**src/rtl/angle_selector_if.sv**
```systemverilog
// Angle request channel between the angle selector and the weight block.
// The selector drives the angle and its valid/busy flags; the weight block
// answers with ready and a single-cycle completion pulse.
interface angle_selector_if;
  logic signed [7:0] angle;
  logic              ang_valid;
  logic              ang_ready;
  logic              wbdone;
  logic              busy;

  modport master (
    output angle,
    output ang_valid,
    output busy,
    input  ang_ready,
    input  wbdone
  );

  modport slave (
    input  angle,
    input  ang_valid,
    input  busy,
    output ang_ready,
    output wbdone
  );
endinterface

```
**src/rtl/angle_selector.sv**
```systemverilog
// Steering-angle entry block: debounces the up/down/go pushbuttons, keeps a
// clamped signed angle, and hands it to the weight block over a valid/ready
// request that completes on wbdone. Sweep mode ping-pongs the angle between
// the bounds after every completed weight computation.
module angle_selector #(
  parameter int DEBOUNCE_CYCLES = 500000,
  parameter int STEP            = 5,
  parameter int ANG_MAX         = 90,
  parameter int ANG_MIN         = -90
) (
  input  logic              clk,
  input  logic              reset,
  input  logic              key_up_n,
  input  logic              key_dn_n,
  input  logic              key_go_n,
  input  logic              sweep_en,
  angle_selector_if.master  bus
);

  // Counter only has to hold DEBOUNCE_CYCLES-1.
  localparam int CW = (DEBOUNCE_CYCLES > 1) ? $clog2(DEBOUNCE_CYCLES) : 1;
  localparam logic [CW-1:0] CNT_LAST = CW'(DEBOUNCE_CYCLES - 1);

  // Angle arithmetic is one bit wider so that a step past a bound is
  // visible before clamping/reflecting.
  localparam logic signed [8:0] STEP9 = 9'(STEP);
  localparam logic signed [8:0] MAX9  = 9'(ANG_MAX);
  localparam logic signed [8:0] MIN9  = 9'(ANG_MIN);

  typedef enum logic [1:0] {
    IDLE = 2'd0,
    REQ  = 2'd1,
    WAIT = 2'd2
  } state_t;

  // Bit 0 = up, bit 1 = down, bit 2 = go.
  logic [2:0] keys_n;
  logic [2:0] press;
  logic       up_press;
  logic       dn_press;
  logic       go_press;

  assign keys_n = {key_go_n, key_dn_n, key_up_n};

  generate
    for (genvar gi = 0; gi < 3; gi++) begin : g_key
      logic          sync1_reg;
      logic          sync2_reg;
      logic          stable_reg;
      logic          press_reg;
      logic [CW-1:0] cnt_reg;

      // Bring the asynchronous key level into the clock domain.
      always_ff @(posedge clk) begin
        if (reset) begin
          sync1_reg <= 1'b1;
          sync2_reg <= 1'b1;
        end else begin
          sync1_reg <= keys_n[gi];
          sync2_reg <= sync1_reg;
        end
      end

      // Accept a new level only after it has differed for DEBOUNCE_CYCLES
      // samples in a row; emit a one-cycle pulse on the press (1->0) flip.
      always_ff @(posedge clk) begin
        if (reset) begin
          stable_reg <= 1'b1;
          cnt_reg    <= '0;
          press_reg  <= 1'b0;
        end else if (sync2_reg != stable_reg) begin
          if (cnt_reg == CNT_LAST) begin
            stable_reg <= sync2_reg;
            cnt_reg    <= '0;
            press_reg  <= stable_reg;
          end else begin
            cnt_reg    <= cnt_reg + CW'(1);
            press_reg  <= 1'b0;
          end
        end else begin
          cnt_reg   <= '0;
          press_reg <= 1'b0;
        end
      end

      assign press[gi] = press_reg;
    end
  endgenerate

  assign up_press = press[0];
  assign dn_press = press[1];
  assign go_press = press[2];

  state_t            state_reg;
  state_t            state_next;
  logic signed [7:0] angle_reg;
  logic signed [7:0] angle_next;
  logic              dir_up_reg;
  logic              dir_up_next;
  logic              ang_valid_reg;
  logic              busy_reg;

  logic signed [8:0] ang_ext;
  logic signed [8:0] ang_inc;
  logic signed [8:0] ang_dec;
  logic signed [8:0] up_clamped;
  logic signed [8:0] dn_clamped;

  assign ang_ext    = {angle_reg[7], angle_reg};
  assign ang_inc    = ang_ext + STEP9;
  assign ang_dec    = ang_ext - STEP9;
  assign up_clamped = (ang_inc > MAX9) ? MAX9 : ang_inc;
  assign dn_clamped = (ang_dec < MIN9) ? MIN9 : ang_dec;

  // Next state, next angle and sweep direction.
  always_comb begin
    state_next  = state_reg;
    angle_next  = angle_reg;
    dir_up_next = dir_up_reg;
    case (state_reg)
      IDLE: begin
        // Launching a request wins over a manual step in the same cycle;
        // the manual step is dropped, not deferred.
        if (go_press || sweep_en) begin
          state_next = REQ;
        end else if (up_press && !dn_press) begin
          angle_next = up_clamped[7:0];
        end else if (dn_press && !up_press) begin
          angle_next = dn_clamped[7:0];
        end
      end
      REQ: begin
        // Angle is frozen here; completion pulses are not expected yet.
        if (bus.ang_ready) begin
          state_next = WAIT;
        end
      end
      WAIT: begin
        if (bus.wbdone) begin
          if (sweep_en) begin
            // Reflect off a bound: flip direction and step back instead.
            if (dir_up_reg) begin
              if (ang_inc > MAX9) begin
                dir_up_next = 1'b0;
                angle_next  = ang_dec[7:0];
              end else begin
                angle_next  = ang_inc[7:0];
              end
            end else begin
              if (ang_dec < MIN9) begin
                dir_up_next = 1'b1;
                angle_next  = ang_inc[7:0];
              end else begin
                angle_next  = ang_dec[7:0];
              end
            end
            state_next = REQ;
          end else begin
            state_next = IDLE;
          end
        end
      end
      default: begin
        state_next = IDLE;
      end
    endcase
  end

  // State, angle and registered status outputs.
  always_ff @(posedge clk) begin
    if (reset) begin
      state_reg     <= IDLE;
      angle_reg     <= '0;
      dir_up_reg    <= 1'b1;
      ang_valid_reg <= 1'b0;
      busy_reg      <= 1'b0;
    end else begin
      state_reg     <= state_next;
      angle_reg     <= angle_next;
      dir_up_reg    <= dir_up_next;
      ang_valid_reg <= (state_next == REQ);
      busy_reg      <= (state_next != IDLE);
    end
  end

  assign bus.angle     = angle_reg;
  assign bus.ang_valid = ang_valid_reg;
  assign bus.busy      = busy_reg;

endmodule

```
**src/flat_wrapper.sv**
```systemverilog
// flat-port wrapper written by rule: the top's interface ports become plain ports
module angle_selector_flat 
#(
  parameter int DEBOUNCE_CYCLES = 500000,
  parameter int STEP            = 5,
  parameter int ANG_MAX         = 90,
  parameter int ANG_MIN         = -90
)
  (clk, reset, key_up_n, key_dn_n, key_go_n, sweep_en, bus_angle, bus_ang_valid, bus_busy, bus_ang_ready, bus_wbdone);
  angle_selector_if bus_i ();
  input  logic clk;
  input  logic reset;
  input  logic key_up_n;
  input  logic key_dn_n;
  input  logic key_go_n;
  input  logic sweep_en;
  output wire logic [$bits(bus_i.angle)-1:0] bus_angle;
  output wire logic [$bits(bus_i.ang_valid)-1:0] bus_ang_valid;
  output wire logic [$bits(bus_i.busy)-1:0] bus_busy;
  input wire logic [$bits(bus_i.ang_ready)-1:0] bus_ang_ready;
  input wire logic [$bits(bus_i.wbdone)-1:0] bus_wbdone;
  assign bus_angle = bus_i.angle;
  assign bus_ang_valid = bus_i.ang_valid;
  assign bus_busy = bus_i.busy;
  assign bus_i.ang_ready = bus_ang_ready;
  assign bus_i.wbdone = bus_wbdone;
  angle_selector #(.DEBOUNCE_CYCLES(DEBOUNCE_CYCLES), .STEP(STEP), .ANG_MAX(ANG_MAX), .ANG_MIN(ANG_MIN)) u_core (.clk(clk), .reset(reset), .key_up_n(key_up_n), .key_dn_n(key_dn_n), .key_go_n(key_go_n), .sweep_en(sweep_en), .bus(bus_i));
endmodule
```
**config.mk**
```make
export PLATFORM = sky130hd
export DESIGN_NAME = angle_selector_flat
export DESIGN_NICKNAME = d
export VERILOG_FILES = /design/src/rtl/angle_selector_if.sv /design/src/rtl/angle_selector.sv /design/src/flat_wrapper.sv
export SDC_FILE = /design/constraint.sdc
export NUM_CORES = 1
export LEC_CHECK = 0
export CAP_MARGIN = 40
export CELL_PAD_IN_SITES_DETAIL_PLACEMENT = 1
export CELL_PAD_IN_SITES_GLOBAL_PLACEMENT = 2
export CORE_MARGIN = 4
export CORE_UTILIZATION = 37
export CTS_CLUSTER_SIZE = 40
export DETAILED_ROUTE_END_ITERATION = 12
export PLACE_DENSITY_LB_ADDON = 0.1
export REMOVE_ABC_BUFFERS = 1
export SLEW_MARGIN = 20
export SYNTH_ARGS = -nofsm -noshare
export SYNTH_HDL_FRONTEND = slang
export SYNTH_SLANG_ARGS = --single-unit
```
**constraint.sdc**
```tcl
create_clock -name clk -period 3.4 [get_ports clk]
set_input_delay 0.68 -clock clk [delete_from_list [all_inputs] [get_ports clk]]
set_output_delay 0.68 -clock clk [all_outputs]
set_load 0.02 [all_outputs]
```
== After elaboration in Yosys (flattened, before gate mapping) ==
Index checks and enable logic that the tools add are counted.
Operators by class
  $add $sub $neg: 5
  $lt $le $gt $ge: 2
  equal/unequal tests: 13
  multiplexer cells: 19
  bitwise gates (word level): 6
  reduce and logical (&&, ||, !) cells: 19
Operators with widths (count)
  8-bit two-way mux: 10
  19-bit by 1-bit adder with 19-bit output (second input constant): 3
  19-bit equality test (second input constant): 3
  3-bit OR reduction: 6
  8-bit case mux with 2 select lines: 1
  8-bit by 4-bit adder with 9-bit output (second input constant): 1
  9-bit by 8-bit greater-than comparator with 1-bit output (second input constant): 1
  9-bit by 8-bit < comparator with 1-bit output (second input constant): 1
  8-bit by 4-bit subtractor with 9-bit output (second input constant): 1
  2-bit two-way mux: 3
  2-bit != test (second input constant): 3
  1-bit inverter: 6
  2-bit case mux with 3 select lines: 1
  2-bit AND reduction: 3
  5-bit AND reduction: 1
  2-bit by 1-bit equality test with 1-bit output (second input constant): 2
  1-bit two-way mux: 4
  2-bit nonzero test: 2
  1-bit != test: 3
  3-bit by 1-bit != test with 1-bit output (second input constant): 1
  3-bit AND reduction: 1
  2-bit equality test (second input constant): 1
  1-bit logical AND: 2
  1-bit logical NOT: 2
  2 further kinds: 2
Storage, ports and cells
  register bits: 82
  input port bits: 8
  output and inout port bits: 10

== Longest topological paths before layout ==
Gate-level depths: netlist of the first run.
  depth in word-level cells: 7
  mapped depth: 9
  gate-level depth less buffers: 9

== Worst setup path before layout of the first run ==
Ideal clock, no wire load.
  path type: reg2reg
  start: register u_core.angle_reg[0], in the netlist u_core.bus.angle[0]
  end: register u_core.angle_reg[4], in the netlist u_core.bus.angle[4]
  arrival: 2669 ps
  path slack: 615 ps
  cell stages (with the launch flop): 10
  path buffers: 0
  period minus slack after synthesis: 2785 ps
  cell sequence: dfxtp_1 -> inv_1 -> ha_1 -> and3b_1 -> o311a_1 -> a41oi_2 -> o211ai_4 -> mux2i_1 -> or3_1 -> a31o_1
Between the ends
  word-level cells in the longest chain between the ends: 7
  elaborated cells on any way between the ends: 15
Ends and longest elaborated chain
  start, declared: line angle_selector.sv:96  | logic signed [7:0] angle_reg;
  start signal, assigned: line angle_selector.sv:179  | angle_reg <= angle_next;
  8-bit by 4-bit subtractor with 9-bit output or 8-bit by 4-bit adder with 9-bit output (tied branches): line angle_selector.sv:111, angle_selector.sv:110
  9-bit by 8-bit < comparator with 1-bit output or 9-bit by 8-bit greater-than comparator with 1-bit output (tied branches)
  8-bit two-way mux (on tied branches): line angle_selector.sv:150, angle_selector.sv:113, angle_selector.sv:143
  8-bit two-way mux (on tied branches): line angle_selector.sv:142, angle_selector.sv:128
  8-bit two-way mux (on tied branches): line angle_selector.sv:140, angle_selector.sv:126
  8-bit two-way mux (on tied branches): line angle_selector.sv:139, angle_selector.sv:124
  8-bit case mux with 2 select lines (*): line angle_selector.sv:120  | case (state_reg)
Mark *: on every way between the ends. The rest lies on a longest branch, timed or not. The select of a mux whose other input is x is not followed.
A chain may end at the register's enable or synchronous reset.

== Worst setup path after layout of the first run ==
Ends and elaborated chain as after synthesis.

==> impl_results.md, run 1 <==
* Status: finished clean
* Post-CTS sizing at 0
* Nature of the critical path endpoint: flop
* Synth area leaders: dfxtp_1 (38%), nor2_1 (7.4%), xor2_1 (7.2%)
* Worst min path class: reg -> reg
* # Max-Cap Violations at 0
* Core Rows at 39
* Final ANT Viol Nets at 0
* Xor and xnor area share after synthesis at 0.111
* Global-route wire length before repair at 19.4 mm
* Largest family of logic cells by synthesized area: simple AND/OR/NAND/NOR gates
* Layout Cells excl Fill at slightly below 700
* Worst Slack Setup Final at 436 ps
* Grt ovf at 0
* CTS Sinks at 82
* Final net count at 559
* Pwr per Cell Area at 394 mW/mm2
* Setup repair after global routing missed its margin: false
* Die span in x at 116 um
* Ant diodes at 0
* DRC viols at 0
* Total power at approximately 1.9 mW
* Max rail drop VDD at 0.000381 V
* Critical Path RT at 3630 ps
* Synth area leader: dfxtp_1
* Core area at 0.0115 mm2
* Avg Cell Area, Syn at roughly 8.3 um2
* Arrival @ worst endpoint at 3190 ps
* Number of synthesized flops with an enable pin at 0
* Synthesized cell area at 0.00435 mm2
* Post-route cell area at 0.00494 mm2
* IO Count at 18
* Vias in the first global route at 3825
* CTS tree: yes
* Synth-to-Final Area Change at 13.6%
* Synthesis Warnings at 0
* Via count at 3817
* Synth Register Bits at between 80 and 90
* Adder-Cell Fraction of Synth Area at 0.0173
* DR pass1 iterations at 4
* Achievable Freq at 337 MHz
* Compound-Gate Fraction of Synth Area at 0.158
* Detailed Route WL at roughly 12 mm
* Nature of the critical path startpoint: flop
* Drt wl/cell at 16.7 um
* Syn Inst Count at ~530
* Synth top area share at 0.377
* Commonest cells post-synth: nor2_1 (86), dfxtp_1 (82), xor2_1 (36)
* Setup TNS at 0 ps
* CTS Hold Buffers Added at 0
* Layout fillers at approximately 1400
* Setup violations, final at 0
* Worst rel slew slack at 0.494
* Layout Skew at ~5.5 ps
* I/O Buffers at 17
* Worst hold path startpoint: u_core.g_key[2].sync1_reg$_SDFF_PP1_
* Async SR Flop Fraction at 0
* Final hold violations at 0
* Min-Delay Path Depth at 1
* Final core occ at 0.431
* Hpwl dp at 8.49 mm
* Placed cell area at 0.00467 mm2
* Clock tree buffer depth at 2
* Share of layout cells above drive strength 1 at 0.0818
* Cells after DPL at 677
* GRT Resource Usage Total at 0.182
* Post-Place Worst Slack at 474 ps
* Register-to-Register Setup Slack at 440 ps
* TritonCTS Buffers at 9
* Post-CTS Setup Bufs at 0
* Tcrit/Tclk final at 0.872
* RR Endpoint: u_core.bus.angle[4]$_SDFFE_PP0P_
* FF-to-FF Start: u_core.bus.angle[0]$_SDFFE_PP0P_
* Worst-margin pin slew at 756 ps
* Starting DRT DRC Count at 211
* WHS Endpoint: u_core.g_key[2].sync2_reg$_SDFF_PP1_
* Initial antenna violation count at 0
* Vias per cell at approximately 5.5
* Root Buffer: clkbuf_16
* Pin count of the biggest net entering global routing at 20
* Synthesized-area fraction occupied by and/or/nand/nor cells at 0.287
* Most instantiated library cell after synthesis: nor2_1
* Max-slew violations at 0
* Mux cell area share after synthesis at 0.0118
* Fin crit period at slightly below 3000 ps
* Die ar. at 0.0136 mm2
* Critical path class: reg -> reg
* Main flop type after synthesis: dfxtp_1
* Max reg flops at 57
* Yosys cell types at 64
* Pleak at roughly 1.7 nW
* GPL Wtd Cong at 0.844
* Hold WS at 415 ps
* FF-to-FF path depth at 9
* Clock-pin slew on the worst setup and hold paths at 60 ps
* Worst-Skew Late Latency at 340 ps
* CTS HTree Levels at 3
* Die height at 116 um
* Sequential area share after synthesis at 0.377
* Max FO, Critical Path at 9
* Starting Density at 0.379
-- worst max path at each step --
stage / startpoint / end / cells after the start
3_3_place_gp: u_core.bus.angle[0]$_SDFFE_PP0P_ / u_core.bus.angle[4]$_SDFFE_PP0P_ / 9
6_report: u_core.bus.angle[0]$_SDFFE_PP0P_ / u_core.bus.angle[4]$_SDFFE_PP0P_ / 9
5_1_grt: u_core.bus.angle[0]$_SDFFE_PP0P_ / u_core.bus.angle[4]$_SDFFE_PP0P_ / 9
3_5_place_dp: u_core.bus.angle[0]$_SDFFE_PP0P_ / u_core.bus.angle[4]$_SDFFE_PP0P_ / 9
4_1_cts: u_core.bus.angle[0]$_SDFFE_PP0P_ / u_core.bus.angle[4]$_SDFFE_PP0P_ / 9
2_1_floorplan: u_core.bus.angle[0]$_SDFFE_PP0P_ / u_core.bus.angle[4]$_SDFFE_PP0P_ / 9
-- metal layers --
| layer | global-route usage | routed length, um | up-vias |
|---|---|---|---|
| met2 | 0.286 | 5200 | 53 |
| met4 | 0.0596 | 162 | 0 |
| li1 | - | - | 1903 |
| met1 | 0.246 | 5830 | 1850 |
| met3 | 0.0435 | 387 | 11 |
| met5 | 0 | 0 | - |
-- area by class of cell --
type,count,area [um2],area share
flip-flops and latches,82,1640,0.332
clock inverters,2,12.5,0.00253
multi-input cells,408,2540,0.515
clock buffers,14,254,0.0514
inverters,17,63.8,0.0129
repair buffers,27,245,0.0496
well taps,143,179,0.0362
-- worst max-delay path: stages (launching register included) --
cell and delay [ps]:
dfxtp_1 470, inv_1 120, ha_1 420, and3b_1 230, o311a_1 360, a41oi_2 310, o211ai_4 180, mux2i_1 180
or3_1 360, a31o_1 210
-- placed cells by master, fill, tap and decap left out, drive strengths merged, types with 13 or more instances in the layout --
| master | n |
|---|---|
| xnor2 | 19 |
| clkdlybuf4s50 | 17 |
| o21ai | 20 |
| clkbuf | 14 |
| nand3 | 31 |
| inv | 17 |
| nor2 | 87 |
| xor2 | 36 |
| a21oi | 18 |
| nor3 | 17 |
| dfxtp | 82 |
| nand4 | 16 |
| and3 | 13 |
| nand2 | 34 |
-- where the power goes --
part	leakage [nW]	internal [mW]	switching, mW
clock	0.127	0.515	0.375
sequential	0.663	0.970	0.00910
combinational	0.892	0.0313	0.0445
total	1.68	1.52	0.429
-- kinds of logic (layout without fill, tap and decap cells) --
kind of cell    Yosys count  count (layout)
fa+ha+maj                 6               6
mux                       5               5
simple gates            251             251
xor+xnor                 55              55
compound gates           91              91
buf+inv                  37              60
flops                    82              82
Power figures use the tool's default switching activity.
==> run 2: changes to the inputs <==
--- a/config.mk
+++ b/config.mk
@@ -14,7 +14,9 @@
 export DETAILED_ROUTE_END_ITERATION = 12
 export PLACE_DENSITY_LB_ADDON = 0.1
 export REMOVE_ABC_BUFFERS = 1
+export SETUP_SLACK_MARGIN = 0.5
 export SLEW_MARGIN = 20
 export SYNTH_ARGS = -nofsm -noshare
 export SYNTH_HDL_FRONTEND = slang
 export SYNTH_SLANG_ARGS = --single-unit
+export TNS_END_PERCENT = 100
==> run 2 against run 1 <==
Global-route usage barely moved. Core utilization rose by 0.35 points. Critical path depth stayed put. Via count decreased by 0.68%. Worst hold slack lost 1.8 ps. Clock power about the same. Non-clock buffer count grew 2. Sequential cell count unchanged. First-iteration DRC count is 6.2% higher. Register-to-register slack improved by 210 ps. Combinational power is 0.7% higher. Largest power group unchanged.
==> impl_results.md, run 2 (same netlist as run 1, synthesis figures left out) <==
* Status: finished clean
* Max rail drop VDD at 0.000380 V
* Layout Skew at 5.50 ps
* Worst-Skew Late Latency at roughly 340 ps
* Worst Path Buf+Inv at 1
* Nature of the critical path startpoint: flop
* Core area at around 0.011 mm2
* Critical Path Max Stage Delay at 400 ps
* Worst rel slew slack at 0.494
* Placed cell area at 0.00467 mm2
* Critical Path Source: u_core.bus.angle[0]$_SDFFE_PP0P_
* Final ANT Viol Nets at 0
* Critical path class: reg -> reg
* Top layer in use: met4
* I/O Buffers at 17
* Met3 WL at between 300 and 400 um
* Final hold violations at 0
* CTS Sinks at 82
* Nature of the critical path endpoint: flop
* Clock tree buffer depth at 2
* Synth-to-Final Area Change at 14.5%
* Grt ovf at 0
* Pin count of the biggest net entering global routing at 20
* Arrival @ worst endpoint at 2990 ps
* Hold WS at between 400 and 500 ps
* Root Buffer: clkbuf_16
* Pleak at around 1.7 nW
* GRT Resource Usage Total at 0.182
* Initial antenna violation count at 0
* Max reg flops at between 50 and 60
* Hpwl dp at about 8.5 mm
* Worst path top cell family by delay: compound AO/OA/AOI/OAI gates
* Core Rows at 39
* Worst hold path startpoint: u_core.g_key[2].sync1_reg$_SDFF_PP1_
* TritonCTS Buffers at 9
* Tcrit/Tclk final at 0.811
* Setup repair after global routing missed its margin: false
* Starting DRT DRC Count at 224
* Clock-pin slew on the worst setup and hold paths at about 60 ps
* IO Count at 18
* Commonest non-fill, non-tap cell in the layout: nor2_1
* Critical Path RT at 3630 ps
* Layout Cells excl Fill at 695
* Global-route wire length before repair at 19.4 mm
* Die span in x at 116 um
* Final net count at 561
* Pwr per Cell Area at 390 mW/mm2
* Worst-margin pin slew at 756 ps
* CTS tree: yes
* Die height at ~120 um
* Cells along the critical path: inv_1 -> ha_2 -> and3b_1 -> o311a_1 -> a41oi_4 -> o211ai_4 -> mux2i_1 -> or3_1 -> a31o_1
* # Max-Cap Violations at 0
* Commonest non-fill, non-tap cells in the layout: nor2_1 (86), dfxtp_1 (80), xor2_1 (36)
* Vias per cell at 5.45
* Share of layout cells above drive strength 1 at 0.0906
* DR pass1 iterations at 4
* Max-slew violations at 0
* Post-route cell area at 0.00498 mm2
* Setup TNS at 0 ps
* Ant diodes at 0
* DRC viols at 0
* Die ar. at 0.0136 mm2
* Via count at about 3800
* Achievable Freq at 363 MHz
* Worst min path class: reg -> reg
* Final core occ at 0.434
* Starting Density at 0.379
* Fin crit period at about 2800 ps
* Detailed Route WL at 11.6 mm
* Drt wl/cell at 16.7 um
* CTS HTree Levels at 3
* M1 WL at about 5.9 mm
* GPL Wtd Cong at 0.844
* DR WL met2 at 5.19 mm
* Cells after DPL at 677
* Slowest cell on the critical path: dfxtp_2
* Setup violations, final at 0
* FF-to-FF Start: u_core.bus.angle[0]$_SDFFE_PP0P_
* Max FO, Critical Path at 9
* Vias in the first global route at 3845
[run 2: per-stage QoR]
stage | power, mW | setup slack (ps)
2_1_floorplan | 1.04 | 615
3_3_place_gp | 1.08 | 585
3_5_place_dp | 1.08 | 474
4_1_cts | 1.98 | 477
5_1_grt | 2.03 | 523
6_report | 1.94 | 643
[run 2: per-layer routing]
layer	global-route usage	vias up
met2	0.287	42
met5	0	-
li1	-	1904
met4	0.0611	0
met1	0.245	1834
met3	0.0440	11
[run 2: power breakdown]
part	total (mW)	switching, mW	internal (mW)
Clock	0.889	0.374	0.514
Sequential	0.979	0.00912	0.970
Combinational	0.0763	0.0446	0.0316
[run 2: cell type report]
cell class	instances	area, um2
fill	1376	6490
inverter	17	63.8
timing repair buffer	29	260
clock inverter	2	12.5
sequential	82	1640
multi-input combinational	408	2570
clock buffer	14	254
tap	143	179
[run 2: timing repair]
item,in CTS,in global routing
resized for setup,1,4
hold buffers,0,0
setup endpoints to repair,2,8
setup buffers,2,0
pin swaps,1,0
[run 2: worst paths after layout]
| path | depth (start not counted) | endpoint | slack [ps] |
|---|---|---|---|
| worst max-delay path | 9 | u_core.bus.angle[4]$_SDFFE_PP0P_ | 640 |
| worst min-delay path | 1 | u_core.g_key[2].sync2_reg$_SDFF_PP1_ | 410 |
| worst max register to register | 9 | u_core.bus.angle[4]$_SDFFE_PP0P_ | 640 |
| worst min register to register | 1 | u_core.g_key[2].sync2_reg$_SDFF_PP1_ | 410 |
==> run 3: changes to the inputs <==
--- a/config.mk
+++ b/config.mk
@@ -9,7 +9,7 @@
 export CELL_PAD_IN_SITES_DETAIL_PLACEMENT = 1
 export CELL_PAD_IN_SITES_GLOBAL_PLACEMENT = 2
 export CORE_MARGIN = 4
-export CORE_UTILIZATION = 37
+export CORE_UTILIZATION = 34
 export CTS_CLUSTER_SIZE = 40
 export DETAILED_ROUTE_END_ITERATION = 12
 export PLACE_DENSITY_LB_ADDON = 0.1
==> constraint.sdc (replaced) <==
create_clock -name clk -period 2.4 [get_ports clk]
set_input_delay 0.48 -clock clk [delete_from_list [all_inputs] [get_ports clk]]
set_output_delay 0.48 -clock clk [all_outputs]
set_load 0.02 [all_outputs]
==> run 3 against run 2 <==
The flow now finishes with violations (setup timing). Critical path type unchanged. Non-clock buffer count increased by 53. Critical endpoint unchanged. Combinational power increased by 76%. Worst hold slack got worse by 4.8 ps. Core utilization increased by 1.5 points. Largest cell class unchanged. Register-to-register slack got worse by 690 ps. Clock skew about the same. Sequential power increased by 42%. Sequential share of layout area decreased by 3.8 points. Cell count increased by 12%. Count of clock-buffer cells in the layout decreased by 3. Clock power increased by 51%. Final area increased by 13%.
==> impl_results.md, run 3 (same netlist as run 1, synthesis figures left out) <==
* Max FO, Critical Path at 4
* CTS HTree Levels at 3
* CTS Sinks at 82
* Core area at 0.0126 mm2
* Layout fillers at 1500
* DR pass1 iterations at 4
* Critical path class: reg -> reg
* Drt wl/cell at 16.5 um
* GRT Resource Usage Total at 0.181
* Critical Path RT at 2630 ps
* Pin count of the biggest net entering global routing at 20
* CTS tree: yes
* Pwr per Cell Area at ~510 mW/mm2
* DRC viols at 0
* IO Count at 18
* Nature of the critical path startpoint: flop
* Tcrit/Tclk final at 1.02
* Vias in the first global route at about 4200
* Die span in x at 121 um
* Global-route wire length before repair at 21.1 mm
* Vias per cell at around 5.3
* Starting Density at 0.346
* Achievable Freq at around 410 MHz
* Pleak at 2.05 nW
* Layout Skew at about 5 ps
* Max reg flops at 57
* Fin crit period at ~2400 ps
* I/O Buffers at 17
* Commonest non-fill, non-tap cell in the layout: nor2_1
* Detailed Route WL at 12.8 mm
* Clock-pin slew on the worst setup and hold paths at 60 ps
* Worst-Skew Late Latency at roughly 340 ps
* Worst rel slew slack at 0.672
* Final net count at 614
* Worst Slack Setup Final at -49.6 ps
* Grt ovf at 0
* Clock tree buffer depth at 2
* Nature of the critical path endpoint: flop
* Worst min path class: reg -> reg
* Starting DRT DRC Count at between 200 and 250
* TritonCTS Buffers at 9
* Core Rows at just over 40
* Hpwl dp at 9.34 mm
* Via count at just over 4000
* # Max-Cap Violations at 0
* Final ANT Viol Nets at 0
* Cells after DPL at 750
* Synth-to-Final Area Change at 29.7%
* Share of layout cells above drive strength 1 at 0.229
* CTS Hold Buffers Added at 0
* Max rail drop VDD at 0.000519 V
* GPL Wtd Cong at 0.852
* Setup violations, final at 4
* Die ar. at 0.0147 mm2
* Max-slew violations at 0
* Die height at 121 um
* Final hold violations at 0
* Ant diodes at 0
* Total power at 2.86 mW
* Initial antenna violation count at 0
* Failing checks: setup timing
* Layout Cells excl Fill at 775
* Worst-margin pin slew at 490 ps
* Arrival @ worst endpoint at about 2700 ps
* Commonest non-fill, non-tap cells in the layout: nor2_1 (82), dfxtp_1 (77), buf_4 (54)
* Status: complete, but fails checks
* Root Buffer: clkbuf_16
* Post-Place Worst Slack at -183 ps
* Setup repair after global routing missed its margin: true
[run 3: changes by cell type in the layout (fill, tap and decap cells not counted), moves of 3 or more]
cell	before	now
inv_1	17	14
buf_4	12	54
clkdlybuf4s50_1	17	10
dlygate4sd2_1	0	5
nor2_1	86	82
buf_6	0	10
dfxtp_2	2	5
dfxtp_1	80	77
nor2_2	1	4
o21ai_0	16	12
inv_2	0	3
ha_4	0	3
[run 3: worst paths after layout]
kind	startpoint	to	slack [ps]	cells after the start
worst max-delay path	u_core.bus.angle[0]$_SDFFE_PP0P_	u_core.bus.angle[4]$_SDFFE_PP0P_	-50	10
worst min register to register	u_core.g_key[2].sync1_reg$_SDFF_PP1_	u_core.g_key[2].sync2_reg$_SDFF_PP1_	410	1
worst min-delay path	u_core.g_key[2].sync1_reg$_SDFF_PP1_	u_core.g_key[2].sync2_reg$_SDFF_PP1_	410	1
worst max register to register	u_core.bus.angle[0]$_SDFFE_PP0P_	u_core.bus.angle[4]$_SDFFE_PP0P_	-50	10
[run 3: power by group]
group	switching (mW)	leakage, nW	internal [mW]
combinational	0.0741	1.25	0.0602
sequential	0.0109	0.666	1.37
clock	0.551	0.131	0.793
[run 3: final cells by class]
cell class / instances / area, um2 / share of cell area
Multi-Input combinational cell: 408 / 2750 / 0.488
Timing Repair Buffer: 82 / 687 / 0.122
Clock inverter: 3 / 42.5 / 0.00754
Inverter: 17 / 63.8 / 0.0113
Clock buffer: 11 / 233 / 0.0412
Sequential cell: 82 / 1650 / 0.292
Tap cell: 172 / 215 / 0.0381
[run 3: what timing repair did]
action | CTS | global route
gates resized for setup | 37 | 38
pin swaps | 14 | 25
setup endpoints to repair | 35 | 71
endpoints found under the hold margin | 0 | 0
setup buffers | 6 | 5
[run 3: layer usage]
layer / vias up / global-route usage / share of wire
li1: 2003 / - / -
met1: 2005 / 0.238 / 0.48
met2: 52 / 0.292 / 0.47
met3: 17 / 0.0406 / 0.031
met4: 0 / 0.0659 / 0.019
met5: - / 0 / 0
[run 3: metrics by stage]
stage          hold slack (ps)   util  TNS, ps  instance area, um2
3_5_place_dp               395  0.401     -991                5040
2_1_floorplan              389      -    -1740                4250
5_1_grt                    438  0.449     -631                5640
4_1_cts                    412  0.435    -92.3                5470
6_report                   408  0.449     -105                5640
3_3_place_gp               397  0.401     -303                5040
[run 3: critical path, stage by stage (launching register included)]
cell and delay [ps]:
dfxtp_2 340, inv_2 50, ha_4 250, and3b_1 160, o311a_1 360, buf_4 160
a31oi_4 180, o211ai_4 120, mux2i_2 170, or3_1 370, a31o_1 180
